$ cat config.mk
export PLATFORM = sky130hd
export DESIGN_NAME = alu_arbiter
export DESIGN_NICKNAME = d
export VERILOG_FILES = /design/src/rtl/alu_arbiter.sv
export SDC_FILE = /design/constraint.sdc
export NUM_CORES = 1
export LEC_CHECK = 0
export BUFFER_PORTS_ARGS = -buffer_cell sky130_fd_sc_hd__buf_4
export CAP_MARGIN = 20
export CORE_AREA = 4 4 124 126
export CTS_BUF_LIST = sky130_fd_sc_hd__clkbuf_8
export CTS_CLUSTER_DIAMETER = 50
export DETAILED_ROUTE_END_ITERATION = 12
export DIE_AREA = 0 0 128 130
export PLACE_DENSITY = 0.76
export SLEW_MARGIN = 20
export SYNTH_ARGS = -nofsm -noshare
export SYNTH_HDL_FRONTEND = slang
export SYNTH_SLANG_ARGS = --single-unit
$ cat constraint.sdc
create_clock -name clock -period 4.4 [get_ports clock]
set_input_delay 0.44 -clock clock [delete_from_list [all_inputs] [get_ports clock]]
set_output_delay 0.44 -clock clock [all_outputs]
set_load 0.005 [all_outputs]
$ cat src/rtl/alu_arbiter.sv
// alu_arbiter: round-robin sharing of one combinational ALU between two
// requesters. One operation is in flight at a time. The winning request is
// latched into the alu_* registers, the ALU result is captured one cycle later,
// and the result is held on the owner's response port until it is consumed.
module alu_arbiter #(
    parameter int WIDTH  = 32,
    parameter int CTRL_W = 6
) (
    input  logic              clock,
    input  logic              reset,
    // port 0 (execute stage)
    input  logic              req0_valid,
    output logic              req0_ready,
    input  logic [CTRL_W-1:0] req0_ctrl,
    input  logic [WIDTH-1:0]  req0_a,
    input  logic [WIDTH-1:0]  req0_b,
    input  logic              req0_branch_op,
    output logic              rsp0_valid,
    input  logic              rsp0_ready,
    output logic [WIDTH-1:0]  rsp0_result,
    output logic              rsp0_branch,
    // port 1 (address / branch-target unit)
    input  logic              req1_valid,
    output logic              req1_ready,
    input  logic [CTRL_W-1:0] req1_ctrl,
    input  logic [WIDTH-1:0]  req1_a,
    input  logic [WIDTH-1:0]  req1_b,
    input  logic              req1_branch_op,
    output logic              rsp1_valid,
    input  logic              rsp1_ready,
    output logic [WIDTH-1:0]  rsp1_result,
    output logic              rsp1_branch,
    // shared ALU
    output logic [CTRL_W-1:0] alu_ctrl,
    output logic [WIDTH-1:0]  alu_a,
    output logic [WIDTH-1:0]  alu_b,
    output logic              alu_branch_op,
    input  logic [WIDTH-1:0]  alu_result,
    input  logic              alu_branch,
    output logic              busy
);

    typedef enum logic [1:0] {
        IDLE = 2'd0,
        EXEC = 2'd1,
        RESP = 2'd2
    } state_t;

    state_t            state_q, state_d;
    logic              owner_q, owner_d;
    logic              last_grant_q, last_grant_d;
    logic              busy_q, busy_d;
    logic [CTRL_W-1:0] alu_ctrl_q, alu_ctrl_d;
    logic [WIDTH-1:0]  alu_a_q, alu_a_d;
    logic [WIDTH-1:0]  alu_b_q, alu_b_d;
    logic              alu_branch_op_q, alu_branch_op_d;
    logic              rsp0_valid_q, rsp0_valid_d;
    logic [WIDTH-1:0]  rsp0_result_q, rsp0_result_d;
    logic              rsp0_branch_q, rsp0_branch_d;
    logic              rsp1_valid_q, rsp1_valid_d;
    logic [WIDTH-1:0]  rsp1_result_q, rsp1_result_d;
    logic              rsp1_branch_q, rsp1_branch_d;

    logic              grant_valid_s;
    logic              grant_s;

    // Round-robin grant, only offered in IDLE and never while reset is applied
    always_comb begin
        grant_valid_s = 1'b0;
        grant_s       = 1'b0;
        if ((state_q == IDLE) && !reset) begin
            if (req0_valid && req1_valid) begin
                grant_valid_s = 1'b1;
                grant_s       = ~last_grant_q;
            end else if (req0_valid) begin
                grant_valid_s = 1'b1;
                grant_s       = 1'b0;
            end else if (req1_valid) begin
                grant_valid_s = 1'b1;
                grant_s       = 1'b1;
            end else begin
                grant_valid_s = 1'b0;
                grant_s       = 1'b0;
            end
        end else begin
            grant_valid_s = 1'b0;
            grant_s       = 1'b0;
        end
    end

    assign req0_ready = grant_valid_s && (grant_s == 1'b0);
    assign req1_ready = grant_valid_s && (grant_s == 1'b1);

    // Next-state, operand latch and response capture
    always_comb begin
        state_d         = state_q;
        owner_d         = owner_q;
        last_grant_d    = last_grant_q;
        alu_ctrl_d      = alu_ctrl_q;
        alu_a_d         = alu_a_q;
        alu_b_d         = alu_b_q;
        alu_branch_op_d = alu_branch_op_q;
        rsp0_valid_d    = rsp0_valid_q;
        rsp0_result_d   = rsp0_result_q;
        rsp0_branch_d   = rsp0_branch_q;
        rsp1_valid_d    = rsp1_valid_q;
        rsp1_result_d   = rsp1_result_q;
        rsp1_branch_d   = rsp1_branch_q;
        case (state_q)
            IDLE: begin
                if (grant_valid_s) begin
                    state_d      = EXEC;
                    owner_d      = grant_s;
                    last_grant_d = grant_s;
                    if (grant_s) begin
                        alu_ctrl_d      = req1_ctrl;
                        alu_a_d         = req1_a;
                        alu_b_d         = req1_b;
                        alu_branch_op_d = req1_branch_op;
                    end else begin
                        alu_ctrl_d      = req0_ctrl;
                        alu_a_d         = req0_a;
                        alu_b_d         = req0_b;
                        alu_branch_op_d = req0_branch_op;
                    end
                end else begin
                    state_d = IDLE;
                end
            end
            EXEC: begin
                // ALU output is valid this cycle; capture it for the owner
                state_d = RESP;
                if (owner_q) begin
                    rsp1_valid_d  = 1'b1;
                    rsp1_result_d = alu_result;
                    rsp1_branch_d = alu_branch;
                end else begin
                    rsp0_valid_d  = 1'b1;
                    rsp0_result_d = alu_result;
                    rsp0_branch_d = alu_branch;
                end
            end
            RESP: begin
                // Response is cleared back to 0 once consumed
                if (owner_q) begin
                    if (rsp1_ready) begin
                        state_d       = IDLE;
                        rsp1_valid_d  = 1'b0;
                        rsp1_result_d = {WIDTH{1'b0}};
                        rsp1_branch_d = 1'b0;
                    end else begin
                        state_d = RESP;
                    end
                end else begin
                    if (rsp0_ready) begin
                        state_d       = IDLE;
                        rsp0_valid_d  = 1'b0;
                        rsp0_result_d = {WIDTH{1'b0}};
                        rsp0_branch_d = 1'b0;
                    end else begin
                        state_d = RESP;
                    end
                end
            end
            default: begin
                state_d      = IDLE;
                rsp0_valid_d = 1'b0;
                rsp1_valid_d = 1'b0;
            end
        endcase
        busy_d = (state_d != IDLE);
    end

    // State and datapath registers with synchronous reset
    always_ff @(posedge clock) begin
        if (reset) begin
            state_q         <= IDLE;
            owner_q         <= 1'b0;
            last_grant_q    <= 1'b1;
            busy_q          <= 1'b0;
            alu_ctrl_q      <= {CTRL_W{1'b0}};
            alu_a_q         <= {WIDTH{1'b0}};
            alu_b_q         <= {WIDTH{1'b0}};
            alu_branch_op_q <= 1'b0;
            rsp0_valid_q    <= 1'b0;
            rsp0_result_q   <= {WIDTH{1'b0}};
            rsp0_branch_q   <= 1'b0;
            rsp1_valid_q    <= 1'b0;
            rsp1_result_q   <= {WIDTH{1'b0}};
            rsp1_branch_q   <= 1'b0;
        end else begin
            state_q         <= state_d;
            owner_q         <= owner_d;
            last_grant_q    <= last_grant_d;
            busy_q          <= busy_d;
            alu_ctrl_q      <= alu_ctrl_d;
            alu_a_q         <= alu_a_d;
            alu_b_q         <= alu_b_d;
            alu_branch_op_q <= alu_branch_op_d;
            rsp0_valid_q    <= rsp0_valid_d;
            rsp0_result_q   <= rsp0_result_d;
            rsp0_branch_q   <= rsp0_branch_d;
            rsp1_valid_q    <= rsp1_valid_d;
            rsp1_result_q   <= rsp1_result_d;
            rsp1_branch_q   <= rsp1_branch_d;
        end
    end

    assign alu_ctrl      = alu_ctrl_q;
    assign alu_a         = alu_a_q;
    assign alu_b         = alu_b_q;
    assign alu_branch_op = alu_branch_op_q;
    assign rsp0_valid    = rsp0_valid_q;
    assign rsp0_result   = rsp0_result_q;
    assign rsp0_branch   = rsp0_branch_q;
    assign rsp1_valid    = rsp1_valid_q;
    assign rsp1_result   = rsp1_result_q;
    assign rsp1_branch   = rsp1_branch_q;
    assign busy          = busy_q;

endmodule

## After elaboration in Yosys (flattened, before gate mapping)

Index checks and enable logic that the tools add are counted.

| word-level totals | value |
|---|---|
| register bits | 144 |
| word-level logic and storage cells | 74 |

| cells by class | value |
|---|---|
| eq/ne operators | 8 |
| multiplexer cells | 36 |
| bitwise logic cells | 3 |
| reduce and logical (&&, ||, !) cells | 13 |

Operators with widths:

| operator | count |
|---|---|
| $mux 32 | 8 |
| $pmux 32 s2 | 2 |
| $mux 1 | 17 |
| $reduce_and 4->1 | 4 |
| $ne 2x2->1 const B | 6 |
| $mux 2 | 3 |
| $mux 6 | 1 |
| $pmux 1 s3 | 2 |
| $pmux 2 s3 | 1 |
| $logic_and 1x1->1 | 4 |
| $pmux 1 s2 | 2 |
| $reduce_bool 2->1 | 2 |
| $not 1->1 | 3 |
| $eq 2x1->1 const B | 1 |
| $eq 2x2->1 const B | 1 |
| $logic_not 2->1 | 1 |
| $reduce_and 2->1 | 1 |
| $logic_not 1->1 | 1 |

## Logic depth before layout (Yosys ltp)

Gate-level depths: netlist of the first run.

| depth | value |
|---|---|
| depth after elaboration | 7 |
| depth in mapped cells | 6 |
| mapped depth without buffers | 3 |

## Worst setup path before layout of the first run

OpenSTA, ideal clock, no wires.

| timing | value |
|---|---|
| path type | register to output |
| start point | register state_q[1] |
| end point | output req0_ready |
| data arrival time | 1402 ps |
| slack | 2558 ps |
| stages on the path, launching flop included | 6 |
| buffers on the path | 3 |
| cell sequence | dfxtp_1 > buf_6 > or3_1 > buf_6 > nor3b_4 > buf_6 |

| on the way | value |
|---|---|
| cells in the longest elaborated chain, start to end | 5 |
| elaborated cells between the ends (all ways) | 6 |
| classes of those cells | mux (2); bitwise (1); reduce/logical (3) |

Ends and longest elaborated chain:

| item | RTL line | text |
|---|---|---|
| start, declared | 49 | `state_t state_q, state_d;` |
| start signal, assigned | 192 | `state_q <= state_d;` |
| $logic_not 2->1 (*) | 71 | `if ((state_q == IDLE) && !reset) begin` |
| $logic_and 1x1->1 (*) | 71 |  |
| $mux 1 | 71 |  |
| $not 1->1 | 91 | `assign req0_ready = grant_valid_s && (grant_s == 1'b0);` |
| $logic_and 1x1->1 (*) | 91 |  |
| end, declared | 13 | `output logic req0_ready,` |

Mark *: on every way between the ends. The rest lies on a longest branch, timed or not.

## Final worst setup path of the first run

Same ends and word-level chain as after synthesis.

==> qor.yml, run 1 <==
cp.arrival_ps: 2730
drv_slew: 0
postLayoutCellArea_sq_mm: 0.008766
n_antenna_cell: 0
maxCapViolCount: 0
worst_slack_ps: 1227
yosysWarnings: 0
clockBufferDepth: 2
status: "complete, no violations"
die_area_sq_mm: 0.01664
preCtsSetupSlack_ps: 1595
timing.final.crit_share_pct: 72.11
yosys.area.top_type: "dfxtp_1"
timing.rr.start: "state_q[1]"
drt_iter0_drc: 236
worstPathRequired_ps: 3960
postSynthAreaPerCell_sq_um: 9.675
tightestPinTransition_ps: 1045
period_needed_ps: 3173
start_util_pct: 41.23
die-width_microns: 128
critPathCaptureType: "output port"
hold_buffers: 0
clock_skew_ps: 9.559
startpoint: "state_q[1]"
power.density_mw_per_mm2: 353.1
timing.hold.ws_ps: 221.0
synth_edf_count: 0
max_freq_ghz: 0.3152
syn2layout_area_growth_pct: 48.53
die_y_microns: 130
ys.flop_type: "dfxtp_1"
drc: 0
postCtsSetupBuffers: 0
max_slew_margin_pct: 30.30
synth_top_cell_area_share_pct: 48.84
leakagePower_nw: 4.066
grt_max_degree: 67
io_buffers: 322
synthTopCellsByArea: "dfxtp_1 (49%), o32ai_1 (9.8%), a221o_1 (8.5%), mux2i_1 (7.6%), inv_1 (7.4%)"
nets: 1089
synth_common_cells: "dfxtp_1 (144), inv_1 (116), o32ai_1 (66), nand2b_1 (56), a221o_1 (50)"
setup_tns_ps: 0
drt-total-wl_microns: 18600
placedInstanceArea_sq_mm: 0.008382
cts.sinks: 144
r2r_cells: 4
io-pin-count: 323
vias: 5678
yosysMostFrequentCell: "dfxtp_1"
rows: 44
setup_viol: 0
wire_per_inst_microns: 16.83
netlist_instances: 610
hold_viol: 0
cp_max_fo: 53
drive_gt1_share_pct: 40.61
core_sq_mm: 0.01431
hold_class: "in2reg"
rsz0062_at_grt: "false"
cts_root_buf: "clkbuf_8"
ys_ff_latch: 144
ff2ff_setup_slack_ps: 1660
track_usage_pct: 20.89
synth-async-reset-ratio_pct: 0
worst-setup-path-type: "reg2out"
r2r_end: "alu_a[22]"
via_per_inst: 5.138
cts_resized: 0
overflow: 0
ir_worst_vdd_v: 0.0002047
cts-htree-levels: 4
clk_pin_slew_ps: 80
critPathLaunchType: "register"
yosysSeqAreaShare_pct: 48.84
finalPower_w: 0.003095
ant_nets: 0
grt_pass1_wl_microns: 27480
hpwl_microns: 13380
dr.pass1.iters: 5
gp_congestion: 0.8047
antenna_found_initial: 0
setup.worst_path.end: "req0_ready"
syn_nets: 791
synth_area_sq_mm: 0.005902
grt_pass1_vias: 5208
cts_made_buffers: 17
cts_tree: "built"
clock_latency_ps: 440
yosysUniqueCellTypes: 23
critical path: stages (launching register included):
cell and delay (ps):
dfxtp_1 380, or3_2 940, nor3b_4 730, buf_4 220
cell type report:
cell class / instances / area (sq um)
clock buffer: 20 / 275.3
timing repair buffer: 334 / 2507
multi-input combinational: 295 / 2326
fill: 1259 / 5548
tap: 184 / 230.2
sequential: 144 / 2883
inverter: 116 / 435.4
clock inverter: 12 / 108.9
stage by stage:
stage	instances	util, %
2_1_floorplan	610	-
3_3_place_gp	1073	58.56
3_5_place_dp	1073	58.56
4_1_cts	1105	61.24
5_1_grt	1105	61.24
6_report	1105	61.24
state kept, by name, indices dropped and copies added, names as in the netlist:
register	cells
rsp1_result	32
rsp0_valid	1
rsp1_branch	1
rsp0_result	32
alu_ctrl	6
rsp1_valid	1
state_q	2
alu_branch_op	1
busy	1
alu_b	32
last_grant_q	1
alu_a	32
rsp0_branch	1
owner_q	1
worst min-delay path by stage:
stage,from,endpoint,slack [ps],depth (start not counted)
final,req0_a[10],alu_a[10],220,2
after detailed placement,alu_b[21],alu_b[21],460,2
after global placement,alu_b[13],alu_b[13],460,2
after global routing,req0_a[2],alu_a[2],170,2
after floorplan,alu_b[10],alu_b[10],460,2
after CTS,req0_a[2],alu_a[2],190,2
power breakdown:
| part | leakage, nW | switching [W] | internal [W] |
|---|---|---|---|
| registers | 1.18 | 0.0000639 | 0.00141 |
| clock network | 0.184 | 0.000507 | 0.000493 |
| logic | 2.70 | 0.000269 | 0.000350 |
metal layers:
layer  wire length, microns  GRT usage (%)  vias up
met5                      0              0        -
met4                    513          8.365        0
met3                   1674          7.900       32
met2                   9127          35.12      233
met1                   7285          24.13     2665
li1                       -              -     2748
logic make-up (layout without fill, tap and decap cells):
family                 after synthesis  after routing  synth area share [%]
AO/OA/AOI/OAI                      129            129                 19.69
buffers and inverters              171            482                 12.08
flip-flops                         144            144                 48.84
multiplexers                        45             45                 7.632
AND/OR/NAND/NOR                    121            121                 11.75
layout by cell type (no fill, tap or decap), types with 5 or more instances in the layout:
cell type	netlist	routed
clkinvlp_4	0	5
dfxtp_1	144	144
inv_1	116	116
nor3_1	49	49
o32ai_1	66	66
a221o_1	50	50
buf_4	0	334
nand2b_1	56	56
mux2i_1	45	45
clkbuf_8	0	20
Note: power is estimated with default switching activity, not from simulation.
==> run 2, diff against run 1 <==
--- a/config.mk
+++ b/config.mk
@@ -7,12 +7,12 @@
 export LEC_CHECK = 0
 export BUFFER_PORTS_ARGS = -buffer_cell sky130_fd_sc_hd__buf_4
 export CAP_MARGIN = 20
-export CORE_AREA = 4 4 124 126
+export CORE_AREA = 4 4 122 124
 export CTS_BUF_LIST = sky130_fd_sc_hd__clkbuf_8
 export CTS_CLUSTER_DIAMETER = 50
 export DETAILED_ROUTE_END_ITERATION = 12
-export DIE_AREA = 0 0 128 130
-export PLACE_DENSITY = 0.76
+export DIE_AREA = 0 0 126 128
+export PLACE_DENSITY = 0.78
 export SLEW_MARGIN = 20
 export SYNTH_ARGS = -nofsm -noshare
 export SYNTH_HDL_FRONTEND = slang
==> constraint.sdc (replaced) <==
create_clock -name clock -period 3.1 [get_ports clock]
set_input_delay 0.31 -clock clock [delete_from_list [all_inputs] [get_ports clock]]
set_output_delay 0.31 -clock clock [all_outputs]
set_load 0.005 [all_outputs]
==> qor.yml, run 2 (synthesized netlist as in run 1, its figures left out) <==
status: "complete, no violations"  # unchanged
critPathCaptureType: "output port"  # unchanged
rows: 43  # was 44
dr.pass1.iters: 5  # unchanged
drive_gt1_share_pct: 40.67  # was 40.61%
leakagePower_nw: 4.110  # was 4.066 nW
start_util_pct: 42.85  # was 41.23%
io_buffers: 322  # unchanged
tightestPinTransition_ps: 659.6  # was 1045 ps
cts_root_buf: "clkbuf_8"  # unchanged
n_antenna_cell: 0  # unchanged
clock_latency_ps: 440  # about the same
hold_path.startpoint: "req0_a[28]"  # was req0_a[10]
period_needed_ps: 2465
drc: 0  # unchanged
r2r_end: "alu_a[21]"  # was alu_a[22]
setup.worst_path.end: "req0_ready"  # unchanged
ir_worst_vdd_v: 0.0003981  # was 0.0002047 V
die_area_sq_mm: 0.01613  # was 0.01664 sq mm
postCtsSetupBuffers: 0  # unchanged
overflow: 0  # unchanged
wire_per_inst_microns: 16.73  # was 16.83 microns
rsz0062_at_grt: "false"  # unchanged
worst_slack_ps: 634.9  # was 1227 ps
r2r_cells: 4  # unchanged
setup_tns_ps: 0  # unchanged
fillers: 1151  # was 1259
cts_resized: 0  # unchanged
clk_pin_slew_ps: 80  # about the same
ant_nets: 0  # unchanged
p_sw_w: 0.001199  # was 0.0008401 W
vias: 5565  # was 5678
hpwl_microns: 13300  # was 13380 microns
nets: 1091  # was 1089
cts-htree-levels: 4  # unchanged
gp_congestion: 0.8399  # was 0.8047
p_int_w: 0.003325  # was 0.002255 W
die-width_microns: 126  # was 128 microns
layout_commonest_cell: "buf_4"  # unchanged
critPathLaunchType: "register"  # unchanged
io-pin-count: 323  # unchanged
cp.arrival_ps: 2160  # was 2730 ps
p_sw_share_pct: 26.50  # was 27.14%
clock_skew_ps: 8.901  # was 9.559 ps
power_frac_clock_pct: 34.1  # was 32.3%
syn2layout_area_growth_pct: 49.44  # was 48.53%
ff2ff_setup_slack_ps: 1020  # was 1660 ps
preCtsSetupSlack_ps: 1028  # was 1595 ps
final_cells: 1102  # was 1105
die_y_microns: 128  # was 130 microns
hold_viol: 0  # unchanged
hold_class: "in2reg"  # unchanged
cts_tree: "built"  # unchanged
max_freq_ghz: 0.4057
fin_util_pct: 64.04  # was 61.24%
grt_pass1_vias: 5415  # was 5208
antenna_found_initial: 1  # was 0
cp_max_fo: 12  # was 53
dp_cells: 1071  # was 1073
layout_common_cells: "buf_4 (335), dfxtp_1 (144), inv_1 (116)"  # was buf_4 (334), dfxtp_1 (144), inv_1 (116)
track_usage_pct: 21.69  # was 20.89%
comb_power_share_pct: 19.5  # was 20.0%
startpoint: "state_q[1]"  # unchanged
setup_viol: 0  # unchanged
timing.final.crit_share_pct: 79.52
grt_max_degree: 67  # unchanged
clockBufferDepth: 2  # unchanged
worst-setup-path-type: "reg2out"  # unchanged
timing.rr.start: "state_q[1]"  # unchanged
core_sq_mm: 0.01377  # was 0.01431 sq mm
cts_made_buffers: 17  # unchanged
drt_iter0_drc: 298  # was 236
drt-total-wl_microns: 18430  # was 18600 microns
grt_pass1_wl_microns: 28170  # was 27480 microns
seq_power_share_pct: 46.4  # was 47.7%
cts.sinks: 144  # unchanged
worstPathRequired_ps: 2790  # was 3960 ps
max_slew_margin_pct: 55.98  # was 30.30%
maxCapViolCount: 0  # unchanged
power.density_mw_per_mm2: 512.9  # was 353.1 mW/mm^2
placedInstanceArea_sq_mm: 0.008411  # was 0.008382 sq mm
via_per_inst: 5.050  # was 5.138
postLayoutCellArea_sq_mm: 0.008820  # was 0.008766 sq mm
drv_slew: 0  # unchanged
hold_buffers: 0  # unchanged
==> run 2: changes by cell type in the layout (fill, tap and decap cells not counted), sizes merged <==
cell / delta
clkinvlp: -4
buf: +2
bufinv: +2
clkbuf: -2
clkinv: +2
inv: +1
==> run 2: power groups by stage <==
stage	logic [W]	registers, W	clock network, W
5_1_grt	0.000960	0.00212	0.00166
3_5_place_dp	0.000892	0.00214	0
6_report	0.000884	0.00210	0.00154
3_3_place_gp	0.000880	0.00213	0
2_1_floorplan	0.000387	0.00213	0
4_1_cts	0.000894	0.00210	0.00158
==> run 2: critical path, stage by stage (launching register included) <==
cell and delay, ps:
dfxtp_1 380, or3_2 540, nor3b_4 580, buf_4 220
==> run 2: how the worst min path moves through the flow <==
| stage | to | slack, ps | cells after the start |
|---|---|---|---|
| 3_3_place_gp | alu_branch_op | 460 | 2 |
| 5_1_grt | alu_a[28] | 60 | 2 |
| 3_5_place_dp | alu_b[13] | 460 | 2 |
| 6_report | alu_a[28] | 90 | 2 |
| 4_1_cts | alu_a[28] | 60 | 2 |
| 2_1_floorplan | alu_b[26] | 450 | 1 |
==> run 2: per-stage QoR <==
| step | hold slack (ps) | total power, W |
|---|---|---|
| after global routing | 61.86 | 0.004736 |
| after detailed placement | 464.4 | 0.003029 |
| final | 93.29 | 0.004523 |
| after CTS | 58.57 | 0.004571 |
| after global placement | 458.0 | 0.003014 |
| after floorplan | 449.3 | 0.002521 |
==> run 2: routing by layer <==
| metal | wire (microns) | track usage [%] |
|---|---|---|
| met5 | 13 | 0 |
| met4 | 585 | 10.54 |
| met2 | 9268 | 36.84 |
| met1 | 7046 | 25.05 |
| met3 | 1519 | 6.417 |
==> run 2: final cells by class <==
class	count	area (sq um)	share of cell area, %
Inverter	116	435.4	4.937
Clock buffer	18	247.7	2.809
Tap cell	180	225.2	2.554
Multi-Input combinational cell	295	2332	26.44
Sequential cell	144	2883	32.69
Clock inverter	13	161.4	1.830
Timing Repair Buffer	336	2535	28.74
==> run 3, diff against run 2 <==
--- a/config.mk
+++ b/config.mk
@@ -5,14 +5,15 @@
 export SDC_FILE = /design/constraint.sdc
 export NUM_CORES = 1
 export LEC_CHECK = 0
+export ABC_AREA = 1
 export BUFFER_PORTS_ARGS = -buffer_cell sky130_fd_sc_hd__buf_4
 export CAP_MARGIN = 20
-export CORE_AREA = 4 4 122 124
+export CORE_MARGIN = 4
+export CORE_UTILIZATION = 43
 export CTS_BUF_LIST = sky130_fd_sc_hd__clkbuf_8
 export CTS_CLUSTER_DIAMETER = 50
 export DETAILED_ROUTE_END_ITERATION = 12
-export DIE_AREA = 0 0 126 128
-export PLACE_DENSITY = 0.78
+export PLACE_DENSITY = 0.79
 export SLEW_MARGIN = 20
 export SYNTH_ARGS = -nofsm -noshare
 export SYNTH_HDL_FRONTEND = slang
==> constraint.sdc (replaced) <==
create_clock -name clock -period 2 [get_ports clock]
set_input_delay 0.2 -clock clock [delete_from_list [all_inputs] [get_ports clock]]
set_output_delay 0.2 -clock clock [all_outputs]
set_load 0.005 [all_outputs]
==> qor.yml, run 3 <==
drc: 0  # unchanged
cts_resized: 0  # unchanged
yosys.area.top_type: "dfxtp_1"  # unchanged
cts-htree-levels: 4  # unchanged
antenna_found_initial: 0  # was 1
die_y_microns: 132.6  # was 128 microns
track_usage_pct: 23.37  # was 21.69%
gp_congestion: 0.8173  # was 0.8399
status: "complete, no violations"  # unchanged
fillers: 1394  # was 1151
rsz0062_at_grt: "false"  # unchanged
yosysMostFrequentCell: "nand2_1"  # was dfxtp_1
via_per_inst: 4.860  # was 5.050
multiInputGateArea_sq_mm: 0.003107  # was 0.002332 sq mm
placedInstanceArea_sq_mm: 0.009175  # was 0.008411 sq mm
nets: 1512  # was 1091
critPathCaptureType: "output port"  # unchanged
rows: 45  # was 43
cts.sinks: 144  # unchanged
grtUsageMet1_pct: 28.54  # was 25.05%
cp.arrival_ps: 1630  # was 2160 ps
grt_max_degree: 100  # was 67
overflow: 0  # unchanged
layout_common_cells: "nand2_1 (361), buf_4 (332), dfxtp_1 (144)"  # was buf_4 (335), dfxtp_1 (144), inv_1 (116)
layout_commonest_cell: "nand2_1"  # was buf_4
grt_util_met2_pct: 38.63  # was 36.84%
yosysWarnings: 0  # unchanged
synth-async-reset-ratio_pct: 0  # unchanged
core_sq_mm: 0.01520  # was 0.01377 sq mm
cp_max_fo: 80  # was 12
power.density_mw_per_mm2: 759.2  # was 512.9 mW/mm^2
ys_ff_latch: 144  # unchanged
dr.pass1.iters: 5  # unchanged
grt_use_met3_pct: 7.833  # was 6.417%
die_area_sq_mm: 0.01759  # was 0.01613 sq mm
setup_viol: 0  # unchanged
ir_worst_vdd_v: 0.0003830  # was 0.0003981 V
synth_edf_count: 0  # unchanged
yosysUniqueCellTypes: 21  # was 23
clockBufferDepth: 2  # unchanged
die-width_microns: 132.6  # was 126 microns
timing.rr.start: "state_q[0]"  # was state_q[1]
synthTopCellsByArea: "dfxtp_1 (43%), nand2_1 (20%), nor2_1 (8.0%), nand3_1 (7.7%), inv_1 (4.8%)"  # was dfxtp_1 (49%), o32ai_1 (9.8%), a221o_1 (8.5%), mux2i_1 (7.6%), inv_1 (7.4%)
start_util_pct: 43.94  # was 42.85%
clk_pin_slew_ps: 80  # about the same
postCtsSetupBuffers: 0  # unchanged
maxCapViolCount: 0  # unchanged
grt_pass1_vias: 6710  # was 5415
synth_area_sq_mm: 0.006680  # was 0.005902 sq mm
postLayoutCellArea_sq_mm: 0.009654  # was 0.008820 sq mm
drv_slew: 0  # unchanged
tightestPinTransition_ps: 950.4  # was 659.6 ps
n_antenna_cell: 0  # unchanged
yosysSeqAreaShare_pct: 43.15  # was 48.84%
drt_iter0_drc: 530  # was 298
io-pin-count: 323  # unchanged
cts_root_buf: "clkbuf_8"  # unchanged
cts_tree: "built"  # unchanged
ff_latch_area_sq_mm: 0.002883  # unchanged
ant_nets: 0  # unchanged
synth_common_cells: "nand2_1 (362), dfxtp_1 (144), nor2_1 (143), nand3_1 (103), inv_1 (86)"  # was dfxtp_1 (144), inv_1 (116), o32ai_1 (66), nand2b_1 (56), a221o_1 (50)
hold_class: "in2reg"  # unchanged
startpoint: "state_q[0]"  # was state_q[1]
critPathLaunchType: "register"  # unchanged
timing.final.crit_share_pct: 91.73
period_needed_ps: 1835
io_buffers: 322  # unchanged
drive_gt1_share_pct: 28.99  # was 40.67%
netlist_instances: 1038  # was 610
syn2layout_area_growth_pct: 44.52  # was 49.44%
hold_viol: 0  # unchanged
drt-total-wl_microns: 21510  # was 18430 microns
worstPathRequired_ps: 1800  # was 2790 ps
cts_made_buffers: 17  # unchanged
ys.flop_type: "dfxtp_1"  # unchanged
postSynthAreaPerCell_sq_um: 6.436  # was 9.675 sq um
setup_tns_ps: 0  # unchanged
syn_nets: 1219  # was 791
worst-setup-path-type: "reg2out"  # unchanged
finalPower_w: 0.007330  # was 0.004523 W
leakagePower_nw: 5.141  # was 4.110 nW
synth_top_cell_area_share_pct: 43.15  # was 48.84%
top_usage_layer: "met2"  # unchanged
vias: 7436  # was 5565
max_freq_ghz: 0.5451
clock_latency_ps: 440  # about the same
fin_util_pct: 63.51  # was 64.04%
hpwl_microns: 15210  # was 13300 microns
wire_per_inst_microns: 14.06  # was 16.73 microns
clock_skew_ps: 13.87  # was 8.901 ps
grt_pass1_wl_microns: 33730  # was 28170 microns
hold_path.startpoint: "alu_result[13]"  # was req0_a[28]
max_slew_margin_pct: 36.64  # was 55.98%
[run 3: changes by cell type after synthesis, moves of 48 or more]
cell      change
a21oi_1      +48
a221o_1      -50
nand2_1     +359
nand2b_1     -56
nand3_1     +103
nor2_1      +139
o32ai_1      -66
[run 3: layout make-up]
class | count | share of cell area [%]
Clock buffer | 17 | 2.424
Clock inverter | 13 | 1.711
Inverter | 90 | 3.499
Multi-Input combinational cell | 732 | 32.18
Sequential cell | 144 | 29.86
Tap cell | 188 | 2.436
Timing Repair Buffer | 346 | 27.89
[run 3: path summary, 6_finish.rpt]
| check | endpoint | slack (ps) | cells past startpoint |
|---|---|---|---|
| setup / recovery | req0_ready | 170 | 5 |
| hold / removal | rsp0_result[13] | 40 | 3 |
| setup reg to reg | rsp1_result[12] | 280 | 9 |
| hold reg to reg | rsp0_result[28] | 460 | 2 |
[run 3: routing by layer]
metal	share of wire [%]	vias up
met5	0	-
met3	8.8	35
met4	2.7	0
met1	40	3310
li1	-	3794
met2	48	297
[run 3: kinds of logic (layout without fill, tap and decap cells)]
kind of cell,Yosys count,after routing,synth area share [%]
DFF,144,144,43.15
and+or+nand+nor,664,664,40.61
buffers and inverters,162,466,10.56
AOI/OAI and AO/OA,68,68,5.675
[run 3: power breakdown]
group	switching, W	leakage (nW)	internal [W]	total, W
logic	0.000866	3.76	0.000845	0.00171
registers	0.000143	1.18	0.00311	0.00326
clock network	0.00113	0.201	0.00123	0.00236
total	0.00214	5.14	0.00519	0.00733
[run 3: what timing repair did]
item | in CTS | in global routing
hold buffers | 6 | 2
hold endpoints to repair | 6 | 2
endpoints found under the setup margin | 0 | 0
[run 3: per-stage QoR]
stage,hold WS (ps),setup slack (ps),cells
after global placement,445.5,413.6,1492
after detailed placement,451.5,321.2,1492
after global routing,5.464,21.50,1530
after CTS,0.06717,136.7,1528
after floorplan,347.3,682.1,1038
final,35.24,165.4,1530
[run 3: critical path: stages (launching register included)]
cell and delay, ps:
dfxtp_1 450, nor2_2 90, nand3_4 100, buf_12 280, nor2_1 80, buf_4 150
